File: config.mk
export PLATFORM = sky130hd
export DESIGN_NAME = typed_rr_arbiter
export DESIGN_NICKNAME = d
export VERILOG_FILES = /design/src/rtl/typed_arb_pkg.sv /design/src/rtl/typed_inv_stage.sv /design/src/rtl/typed_rr_arbiter.sv
export SDC_FILE = /design/constraint.sdc
export NUM_CORES = 1
export LEC_CHECK = 0
export CORE_MARGIN = 2
export CORE_UTILIZATION = 25
export CTS_CLUSTER_DIAMETER = 30
export CTS_CLUSTER_SIZE = 16
export DETAILED_ROUTE_END_ITERATION = 7
export HOLD_SLACK_MARGIN = 0.05
export PLACE_DENSITY = 0.61
export SLEW_MARGIN = 0
export SYNTH_ARGS = -nofsm -noshare
export SYNTH_HDL_FRONTEND = slang
export SYNTH_HIERARCHICAL = 1
export SYNTH_SLANG_ARGS = --single-unit
File: constraint.sdc
create_clock -name clk -period 8.1 [get_ports clk]
set_input_delay 1.215 -clock clk [delete_from_list [all_inputs] [get_ports clk]]
set_output_delay 1.215 -clock clk [all_outputs]
set_load 0.01 [all_outputs]
File: src/rtl/typed_arb_pkg.sv
// typed_arb_pkg: shared types and defaults for the typed round-robin arbiter
package typed_arb_pkg;
   typedef logic [2:0] three_t;
   localparam int NREQ_DEFAULT = 4;
   typedef enum logic {IDLE, RESP} arb_state_t;
endpackage

File: src/rtl/typed_inv_stage.sv
// typed_inv_stage: registered bitwise inversion of the granted word plus its valid flag
import typed_arb_pkg::*;

module typed_inv_stage #(
   parameter type p_t = shortint
) (
   input  logic clk,
   input  logic rst_n,
   input  logic load,
   input  logic clear,
   input  p_t   din,
   output p_t   dout,
   output logic vld
);
   always_ff @(posedge clk or negedge rst_n)
      if (!rst_n) begin
         dout <= '0;
         vld  <= 1'b0;
      end else if (load) begin
         dout <= ~din;
         vld  <= 1'b1;
      end else if (clear) vld <= 1'b0;
endmodule

File: src/rtl/typed_rr_arbiter.sv
// typed_rr_arbiter: round-robin arbiter returning the inverted word of the granted requester
import typed_arb_pkg::*;

module typed_rr_arbiter #(
   parameter type p_t  = shortint,
   parameter int  NREQ = NREQ_DEFAULT,
   parameter int  IDW  = $clog2(NREQ)
) (
   input  logic            clk,
   input  logic            rst_n,
   input  logic [NREQ-1:0] req_valid,
   input  p_t              req_data [NREQ],
   output logic [NREQ-1:0] req_ready,
   output logic            out_valid,
   output p_t              out_data,
   output logic [IDW-1:0]  out_id,
   input  logic            out_ready,
   output logic            busy
);
   arb_state_t state, state_nxt;
   logic [IDW-1:0] rr_ptr, gnt, off;
   logic [IDW:0] sum;
   logic [NREQ-1:0] rot;
   logic found, slot_free, xfer;
   // rotate so bit 0 is the requester at rr_ptr; the lowest set bit wins
   always_comb begin
      rot = NREQ'({req_valid, req_valid} >> rr_ptr);
      found = 1'b0;
      off = '0;
      for (int i = NREQ - 1; i >= 0; i--)
         if (rot[i]) begin
            found = 1'b1;
            off = IDW'(i);
         end
      sum = {1'b0, rr_ptr} + {1'b0, off};
      gnt = sum >= (IDW+1)'(NREQ) ? IDW'(sum - (IDW+1)'(NREQ)) : IDW'(sum);
   end
   assign slot_free = state == IDLE || out_ready;
   assign xfer      = found && slot_free;
   assign req_ready = (rst_n && xfer) ? NREQ'(1) << gnt : '0;
   assign busy      = state == RESP;
   always_comb state_nxt = xfer ? RESP : (out_ready ? IDLE : state);
   always_ff @(posedge clk or negedge rst_n)
      if (!rst_n) begin
         state  <= IDLE;
         rr_ptr <= '0;
         out_id <= '0;
      end else begin
         state <= state_nxt;
         if (xfer) begin
            rr_ptr <= gnt == IDW'(NREQ - 1) ? '0 : gnt + 1'b1;
            out_id <= gnt;
         end
      end
   typed_inv_stage #(.p_t(p_t)) u_inv (
      .clk   (clk),
      .rst_n (rst_n),
      .load  (xfer),
      .clear (out_ready),
      .din   (req_data[gnt]),
      .dout  (out_data),
      .vld   (out_valid)
   );
endmodule

### Word-level counts from Yosys, hierarchy flattened

Index checks and enable logic that the tools add are counted.

* $lt $le $gt $ge: 2
* bitwise logic cells: 3
* mux-type cells: 16
* reduce and logical (&&, ||, !) cells: 4
* add/sub/neg operators: 3
* shift operators: 2
* eq/ne operators: 1

Operators with widths (number)
* $bmux 16 s2: 1
* $mux 16: 2
* $not 16->16: 1
* $mux 2: 6
* $shr 8x2->4: 1
* $ge 3x3->1 const B: 2
* $mux 1: 6
* $mux 4: 1
* $shl 1x2->4 const A: 1
* $add 2x2->3: 1
* $not 2->3: 1
* $add 2x1->2 const B: 1
* $eq 2x2->1 const B: 1
* $logic_and 1x1->1: 2
* $reduce_bool 2->1: 1
* $sub 2x1->2 const B: 1
* $logic_or 1x1->1: 1
* $not 1->1: 1

* input port bits: 71
* bits in registers: 21
* output and inout bits: 24
* logic and storage cells: 35

### Longest topological paths before layout

Gate-level depths: netlist of run 1.

* depth in word-level cells: 13
* mapped depth: 12
* mapped depth without buffers: 10

### Hierarchy

Netlist of run 1, hierarchy kept.

Modules (own cells, without submodules)
* typed_rr_arbiter: sequential area each 125.1 µm², cells each 73, instances 1, area each 904.6 µm²
* typed_inv_stage: sequential area each 425.4 µm², cells each 53, instances 1, area each 686.9 µm²

### Worst setup path before layout of run 1

OpenSTA, ideal clock, no wires.

* kind: input-to-output
* from: in req_valid[0]
* to: out req_ready[1]
* data arrival time: 2.990 ns
* stages on the path: 7
* slack: 3.895 ns
* data required time: 6.885 ns
* path buffers: 1
* cells stage by stage: nor2_1 > a221oi_1 > a21oi_1 > or3_1 > ha_1 > clkbuf_1 > nor3b_1

* cells in the longest elaborated chain, start to end: 10
* elaborated cells between the ends (all ways): 17
* classes of those cells: add/sub (2); order compare (1); shift (2); mux (10); reduce/logical (2)

RTL lines
* from (decl): line typed_rr_arbiter.sv:11 `input logic [NREQ-1:0] req_valid,`
* $shr 8x2->4 *: line typed_rr_arbiter.sv:27 `rot = NREQ'({req_valid, req_valid} >> rr_ptr);`
* $mux 2 (4 in series): line typed_rr_arbiter.sv:31 `if (rot[i]) begin`
* $add 2x2->3: line typed_rr_arbiter.sv:35 `sum = {1'b0, rr_ptr} + {1'b0, off};`
* $ge 3x3->1 or $sub 2x1->2 (tied branches): line typed_rr_arbiter.sv:36 `gnt = sum >= (IDW+1)'(NREQ) ? IDW'(sum - (IDW+1)'(NREQ)) : IDW'(sum);`
* $mux 2: line typed_rr_arbiter.sv:36
* $shl 1x2->4: line typed_rr_arbiter.sv:40 `assign req_ready = (rst_n && xfer) ? NREQ'(1) << gnt : '0;`
* $mux 4 *: line typed_rr_arbiter.sv:40
* to (decl): line typed_rr_arbiter.sv:13 `output logic [NREQ-1:0] req_ready,`

Mark *: on every way between the ends. The rest lies on a longest branch, timed or not.

### Worst setup path in the final report of run 1

* from: in req_valid[3]
* to: out req_ready[1]

The elaborated chain is that of the path after synthesis.

==> qor.txt, run 1 <==
Hold Path Depth - 1
Fmax - 0.190 GHz
Pleak - 1.08 nW
Max_cap viols - 0
Synth warn - 6
Dpl cell area - 2590 sq um
Fin area - 2660 sq um
Mapped Avg Cell Area - 12.6 sq um
Setup Slack @ Placement - 2.82 ns
Critical Path Source Type - input port
RePlAce Congestion - 0.732
Worst path required time - 6.88 ns
Post-route ant nets - 0
RSZ-0062 raised after global routing - no
Slew HR - 36.3%
Setup CP Type - in -> out
Number of flops mapped to enable cells by yosys - 0
FF/Latch Area - 551 sq um
IO Count - 95
Clk_skew - 0.00760 ns
Unique masters post-synth - 36
Diodes inserted - 0
Period minus WS final - 5.25 ns
I/O Buffers - 94
Share of cells above drive strength 1 - 14.2%
TritonCTS Buffers - 3
Mapped Area - 1590 sq um
1st-iter DRT viols - 6
Hold Path Class - reg -> reg
Largest net degree at the start of global routing - 26
Final setup TNS - 0 ns
Worst hold start - u_inv/vld
Crit path capture - req_ready[1]
Nets - 293
First-pass DRT Iterations - 4
Root buffer cell - clkbuf_8
Drt wl/cell - 14.1 um
Post-detail-place hpwl - 3230 um
Sink Count - 22
Synth top cells by count - dfrtp_1 (22), inv_1 (17), mux2i_1 (15)
Final setup vio count - 0
Status - finished, final reports clean
CP Capture Type - primary output
Total GRT Usage - 11.4%
Initial core utilization - 25.5%
CTS resizes - 0
Total wire length - 4180 um
Ys async rst share - 100%
Fin crit share - 64.8%
CP Max Fanout - 20
Overflow after GRT - 0
Syn Inst Count - 126
Reg2reg end - u_inv/dout[7]
Fillers - 618
Slew Viols, Final - 0
Top-area cell type share of the netlist area - 34.6%
CTS tree - yes
Worst reg-to-reg path cell count - 10
Die Wd - 83.8 um
PwrDens - 369 nW/um^2
Syn nets - 199
Post-CTS Setup Repair Bufs - 0
Worst Path Arrival - 4.04 ns
Top cells by area, synth - dfrtp_1 (35%), mux4_2 (18%), mux2i_1 (9.4%)
Finished Core Util - 42.6%
Via density per instance - 4.52
Slew @ Worst Pin - 0.953 ns
CP startpoint - req_valid[3]
Post-CTS Hold Fix Bufs - 0
Top FF cell, synth - dfrtp_1
Clock-pin transition on the worst setup and hold timing paths - 0.08 ns
FF-to-FF Start - rr_ptr[0]
H-tree Lvls - 1
Max VDD drop - 182 uV
Routed via count - 1337
Vias in the first global route - 1346
Top-count cell post-synth - dfrtp_1
Area of the core - 6240 sq um
Synth Register Bits - 22
Synth area leader - dfrtp_1
Total die area - 7020 sq um
Area growth syn-to-layout - 67.1%
Longest Clk Path Bufs - 2
First-pass GRT wire length - 6440 um
Fin worst setup slack - 2.85 ns
Die Ht - 83.8 um
# DRC - 0
Sequential area share after synthesis - 34.6%
Multi-input logic area - 913 sq um
Final hold viol count - 0
Clk_lat worst skew - 0.26 ns
Register-to-Register Setup Slack - 5.20 ns
Initial antenna violation count - 0
Placement row count - 29
metrics by stage:
step                hold slack (ns)  std cells  total power, mW
global placement              0.466        292            0.890
global route                  0.508        296             1.05
finish                        0.490        296            0.981
detailed placement            0.479        292            0.897
floorplan                     0.520        126            0.689
CTS                           0.498        296             1.00
critical path, cell delays in order:
cell and delay, ns:
clkdlybuf4s50_1 0.54, nor2_1 0.36, nor4_1 0.08, or3_1 0.41
ha_1 0.29, buf_4 0.33, nor3b_1 0.24, clkdlybuf4s50_1 0.56
logic make-up after synthesis:
group,after synthesis,share of synthesized area (%)
AO/OA/AOI/OAI,12,7.70
XOR/XNOR,4,2.67
adder cells (fa/ha/maj),2,1.57
buffers and inverters,25,8.73
flip-flops,22,34.6
multiplexers,33,34.2
AND/OR/NAND/NOR,28,10.5
metal layers:
layer / vias up / global-route usage, % / wire (um)
li1: 646 / - / -
met1: 648 / 13.2 / 1680
met2: 41 / 20.8 / 2150
met3: 2 / 2.87 / 305
met4: 0 / 3.08 / 34
met5: - / 0 / 0
state kept, by name, indices dropped and copies added (netlist names):
signal / cells
u_inv/vld: 1
busy: 1
out_id: 2
u_inv/dout: 16
rr_ptr: 2
power breakdown:
| part | total [mW] | switching [mW] | internal, mW |
|---|---|---|---|
| logic | 0.675 | 0.284 | 0.391 |
| registers | 0.204 | 0.0376 | 0.166 |
| clock network | 0.103 | 0.0367 | 0.0660 |
| total | 0.981 | 0.358 | 0.623 |
how the worst min path moves through the flow:
stage	end
floorplan	u_inv/vld
global placement	u_inv/vld
detailed placement	u_inv/vld
CTS	u_inv/vld
global route	u_inv/vld
finish	u_inv/vld
area by class of cell:
| class | instances | share of cell area, % |
|---|---|---|
| clock buffers | 3 | 1.55 |
| clock inverters | 1 | 1.13 |
| inverters | 17 | 2.40 |
| multi-input cells | 79 | 34.4 |
| flip-flops and latches | 22 | 20.7 |
| well taps | 77 | 3.62 |
| repair buffers | 97 | 36.2 |
placed cells by master, fill, tap and decap left out, types with 2 or more instances in the layout:
master           count
xnor2_1              2
mux2i_1             15
clkbuf_8             3
nand3b_1             2
nor4_1               2
nand2_1              3
inv_1               17
a21oi_2              2
nor2b_1              2
clkdlybuf4s50_1     94
buf_4                3
mux4_1               3
a2111oi_4            2
a21oi_1              3
mux4_2              13
or3_1                2
dfrtp_1             22
ha_1                 2
nand2b_1             2
nor2_1               8
nand2b_2             2
No activity file was read; power rests on OpenSTA's default activity.
==> inputs of run 2 (changes only) <==
--- a/config.mk
+++ b/config.mk
@@ -11,7 +11,7 @@
 export CTS_CLUSTER_SIZE = 16
 export DETAILED_ROUTE_END_ITERATION = 7
 export HOLD_SLACK_MARGIN = 0.05
-export PLACE_DENSITY = 0.61
+export PLACE_DENSITY = 0.64
 export SLEW_MARGIN = 0
 export SYNTH_ARGS = -nofsm -noshare
 export SYNTH_HDL_FRONTEND = slang
==> constraint.sdc (replaced) <==
create_clock -name clk -period 4.68 [get_ports clk]
set_input_delay 0.702 -clock clk [delete_from_list [all_inputs] [get_ports clk]]
set_output_delay 0.702 -clock clk [all_outputs]
set_load 0.01 [all_outputs]
==> qor.txt, run 2 (synthesized netlist as in run 1, its figures left out) <==
Period minus WS final - 4.22 ns
Pleak - 1.07 nW
Clk_skew - 0.00497 ns
Clk_lat worst skew - 0.26 ns
Diodes inserted - 0
Commonest non-fill, non-tap cells in the layout - clkdlybuf4s50_1 (94), dfrtp_1 (22), inv_1 (17)
Sequential share of power - 21.5%
Register-to-Register Setup Slack - 1.63 ns
Post-CTS Hold Fix Bufs - 0
TritonCTS Buffers - 3
Clock share of power - 7.0%
Largest register FFs - 16
CP Capture Type - primary output
Area growth syn-to-layout - 65.6%
Overflow after GRT - 0
Combinational fraction of design power - 71.5%
Slew HR - 75.2%
Post-detail-place hpwl - 3310 um
Die Ht - 83.8 um
Post-CTS Setup Repair Bufs - 0
# DRC - 0
Crit-path max cell delay - 0.55 ns
Regs by FF count - u_inv/dout x16, out_id x2, rr_ptr x2
I/O Buffers - 94
CTS tree - yes
CP delay by family, top - buffers and inverters
First-pass GRT wire length - 6620 um
Placed cells - 293
Final setup vio count - 0
Largest net degree at the start of global routing - 22
Critical path cell sequence - clkdlybuf4s50_1, nor2_1, nor4_1, or3_1, ha_1, xor2_1, xnor2_2, nor3b_2, clkdlybuf4s50_1
RSZ-0062 raised after global routing - no
Clock-pin transition on the worst setup and hold timing paths - 0.08 ns
PwrDens - 622 nW/um^2
Initial core utilization - 25.5%
Initial antenna violation count - 0
Total die area - 7020 sq um
Sw Ratio - 37.3%
Wire length on met3 - 351 um
Crit path buf inv count - 2
Max VDD drop - 310 uV
Met2 WL - 2010 um
RePlAce Congestion - 0.725
Highest Signal Layer - met3
Cell-internal power - 1.03 mW
Routed via count - 1353
Total GRT Usage - 11.9%
Commonest non-fill, non-tap cell in the layout - clkdlybuf4s50_1
CP startpoint - req_valid[3]
Stages on the worst setup path - 9
Reg with most FFs - u_inv/dout
Reg2reg end - u_inv/dout[2]
Final setup TNS - 0 ns
Fillers - 603
Worst reg-to-reg path cell count - 8
Slowest CP cell - clkdlybuf4s50_1
Share of cells above drive strength 1 - 14.2%
CTS resizes - 0
Via density per instance - 4.57
Final hold viol count - 0
CP Max Fanout - 6
Non-Filler Instances - 296
IO Count - 95
Die Wd - 83.8 um
Root buffer cell - clkbuf_8
Vias in the first global route - 1389
Fmax - 0.237 GHz
Crit path capture - req_ready[2]
Nets - 294
Drt wl/cell - 13.8 um
Sink Count - 22
Worst path required time - 3.98 ns
Critical Path Source Type - input port
Switch Pwr - 611 uW
Max_cap viols - 0
Crit-path most repeated cell - clkdlybuf4s50_1
Slew @ Worst Pin - 0.371 ns
DRT met1 WL - 1720 um
Longest Clk Path Bufs - 2
Hold Path Class - reg -> reg
Post-route ant nets - 0
Worst Path Arrival - 3.52 ns
H-tree Lvls - 1
Slew Viols, Final - 0
FF-to-FF Start - rr_ptr[0]
Area of the core - 6240 sq um
Fin crit share - 90.2%
1st-iter DRT viols - 13
First-pass DRT Iterations - 4
Finished Core Util - 42.2%
Setup CP Type - in -> out
Status - finished, final reports clean
Total wire length - 4090 um
Placement row count - 29
[run 2: changes by cell type in the layout (fill, tap and decap cells not counted)]
| cell | delta |
|---|---|
| bufinv_16 | -1 |
| buf_4 | +1 |
[run 2: per-stage QoR]
step                      setup WS, ns  hold slack, ns  area, sq um  power, mW
after floorplan                   1.50           0.406         1590       1.19
after global placement           0.499           0.464         2590       1.54
after detailed placement         0.432           0.480         2590       1.56
after CTS                        0.439           0.499         2640       1.68
after global routing             0.226           0.522         2640       1.78
final                            0.458           0.495         2640       1.64
[run 2: worst min-delay path by stage]
stage	start	end	slack, ns	cells past startpoint
floorplan	rst_n	busy	0.41	0
global placement	u_inv/vld	u_inv/vld	0.46	1
detailed placement	u_inv/vld	u_inv/vld	0.48	1
CTS	u_inv/vld	u_inv/vld	0.50	1
global route	u_inv/vld	u_inv/vld	0.52	1
finish	out_id[0]	out_id[0]	0.49	1
[run 2: final cells by class]
cell class              count  area (sq um)  share of cell area [%]
clock buffers               3          41.3                    1.57
flip-flops and latches     22           551                    20.9
well taps                  77          96.3                    3.65
inverters                  17          63.8                    2.42
multi-input cells          79           913                    34.6
repair buffers             98           971                    36.8
[run 2: power groups by stage]
| stage | sequential (mW) | combinational (mW) | clock (mW) |
|---|---|---|---|
| 2_1_floorplan | 0.374 | 0.819 | 0 |
| 3_3_place_gp | 0.353 | 1.19 | 0 |
| 3_5_place_dp | 0.357 | 1.20 | 0 |
| 4_1_cts | 0.354 | 1.20 | 0.124 |
| 5_1_grt | 0.368 | 1.29 | 0.130 |
| 6_report | 0.352 | 1.17 | 0.115 |
[run 2: routing by layer]
metal	global-route usage [%]	vias up
li1	-	646
met1	14.8	656
met2	20.3	51
met4	3.08	0
met3	3.36	0
met5	0	-
[run 2: worst reg2reg max path, stage by stage, from the launching register on]
cell and delay [ns]:
dfrtp_1 0.50, nor2b_1 0.19, a221oi_1 0.25, a21oi_1 0.07
or3_1 0.34, ha_1 0.51, buf_4 0.35, mux4_1 0.60
mux2i_1 0.16
==> inputs of run 3 (changes only) <==
--- a/config.mk
+++ b/config.mk
@@ -11,7 +11,6 @@
 export CTS_CLUSTER_SIZE = 16
 export DETAILED_ROUTE_END_ITERATION = 7
 export HOLD_SLACK_MARGIN = 0.05
-export PLACE_DENSITY = 0.64
 export SLEW_MARGIN = 0
 export SYNTH_ARGS = -nofsm -noshare
 export SYNTH_HDL_FRONTEND = slang
==> qor.txt, run 3 (synthesized netlist as in run 1, its figures left out) <==
Status - finished, final reports clean
Slew @ Worst Pin - 0.479 ns
Fillers - 611
Slew HR - 67.9%
H-tree Lvls - 1
Drt wl/cell - 14.2 um
Die Ht - 83.8 um
Commonest non-fill, non-tap cells in the layout - clkdlybuf4s50_1 (94), dfrtp_1 (22), inv_1 (17)
Post-CTS Hold Fix Bufs - 0
Placement row count - 29
Fmax - 0.226 GHz
Cell-internal power - 1.05 mW
Wire length on met3 - 195 um
Area growth syn-to-layout - 66.5%
Share of cells above drive strength 1 - 14.5%
First-pass DRT Iterations - 4
Worst Path Arrival - 3.73 ns
Combinational fraction of design power - 70.6%
Critical Path Source Type - input port
Reg with most FFs - u_inv/dout
Total GRT Usage - 12.1%
PwrDens - 628 nW/um^2
RePlAce Congestion - 0.693
# DRC - 0
Initial core utilization - 25.5%
Root buffer cell - clkbuf_8
Final setup TNS - 0 ns
Clock share of power - 8.2%
Commonest non-fill, non-tap cell in the layout - clkdlybuf4s50_1
1st-iter DRT viols - 26
Largest net degree at the start of global routing - 19
Max VDD drop - 242 uV
Setup CP Type - in -> out
Worst path required time - 3.98 ns
Routed via count - 1349
Max_cap viols - 0
Nets - 294
Sequential share of power - 21.2%
Met2 WL - 2140 um
Total wire length - 4200 um
Post-detail-place hpwl - 3410 um
Initial antenna violation count - 0
Regs by FF count - u_inv/dout x16, out_id x2, rr_ptr x2
Pleak - 1.08 nW
Die Wd - 83.8 um
Area of the core - 6240 sq um
Placed cells - 293
Clock-pin transition on the worst setup and hold timing paths - 0.08 ns
RSZ-0062 raised after global routing - no
DRT met1 WL - 1820 um
Sink Count - 22
Worst hold margin - 0.485 ns
Total die area - 7020 sq um
Period minus WS final - 4.43 ns
First-pass GRT wire length - 6830 um
Non-Filler Instances - 297
Post-route ant nets - 0
Clk_lat worst skew - 0.26 ns
Slew Viols, Final - 0
Hold Path Class - reg -> reg
Final setup vio count - 0
TritonCTS Buffers - 3
Vias in the first global route - 1354
CP Capture Type - primary output
Post-CTS Setup Repair Bufs - 0
Clk_skew - 0.00250 ns
Via density per instance - 4.54
Switch Pwr - 620 uW
Fin crit share - 94.7%
Diodes inserted - 0
I/O Buffers - 94
CTS tree - yes
CTS resizes - 0
Sw Ratio - 37.2%
IO Count - 95
Final hold viol count - 0
Largest register FFs - 16
Overflow after GRT - 0
Highest Signal Layer - met4
CP Max Fanout - 9
Longest Clk Path Bufs - 2
-- run 3: changes by cell type in the layout (fill, tap and decap cells not counted), sizes merged --
| cell | delta |
|---|---|
| clkbuf | +1 |
-- run 3: power by group through the flow --
stage / sequential (mW) / combinational [mW] / clock, mW
4_1_cts: 0.355 / 1.21 / 0.144
3_3_place_gp: 0.354 / 1.19 / 0
5_1_grt: 0.369 / 1.28 / 0.149
3_5_place_dp: 0.358 / 1.21 / 0
6_report: 0.354 / 1.18 / 0.137
2_1_floorplan: 0.374 / 0.819 / 0
-- run 3: layout make-up --
cell class	count	area, sq um	share of cell area, %
Inverter	17	63.8	2.41
Timing Repair Buffer	98	971	36.6
Clock buffer	4	55.1	2.08
Multi-Input combinational cell	79	913	34.5
Tap cell	77	96.3	3.64
Sequential cell	22	551	20.8
-- run 3: worst max-delay path, cell delays in order --
cell and delay [ns]:
clkdlybuf4s50_1 0.60, nor2_1 0.09, a221oi_1 0.29, a21oi_1 0.06
or3_1 0.36, ha_1 0.23, xor2_1 0.17, xnor2_2 0.41
nor3b_2 0.25, clkdlybuf4s50_1 0.55
-- run 3: path summary, 6_finish.rpt --
kind                       cells past startpoint          from       endpoint  slack, ns
min in group asynchronous                      1         rst_n      out_id[1]       0.70
hold reg to reg                                1     u_inv/vld      u_inv/vld       0.49
setup reg to reg                               8     rr_ptr[0]  u_inv/dout[2]       1.58
hold / removal                                 1     u_inv/vld      u_inv/vld       0.49
setup / recovery                              10  req_valid[0]   req_ready[2]       0.25
max in group asynchronous                      2         rst_n      rr_ptr[1]       3.43
-- run 3: routing by layer --
metal  vias up  global-route usage, %
met5         -                      0
met4         0                   3.96
met3         4                   1.48
met2        43                   20.9
met1       655                   15.7
li1        647                      -
-- run 3: through the flow --
step / power [mW] / area (sq um) / worst slack (ns) / utilization [%]
2_1_floorplan: 1.19 / 1590 / 1.50 / -
3_3_place_gp: 1.55 / 2590 / 0.337 / 41.6
3_5_place_dp: 1.56 / 2590 / 0.234 / 41.6
4_1_cts: 1.71 / 2650 / 0.235 / 42.5
5_1_grt: 1.80 / 2650 / 0.0469 / 42.5
6_report: 1.67 / 2650 / 0.246 / 42.5
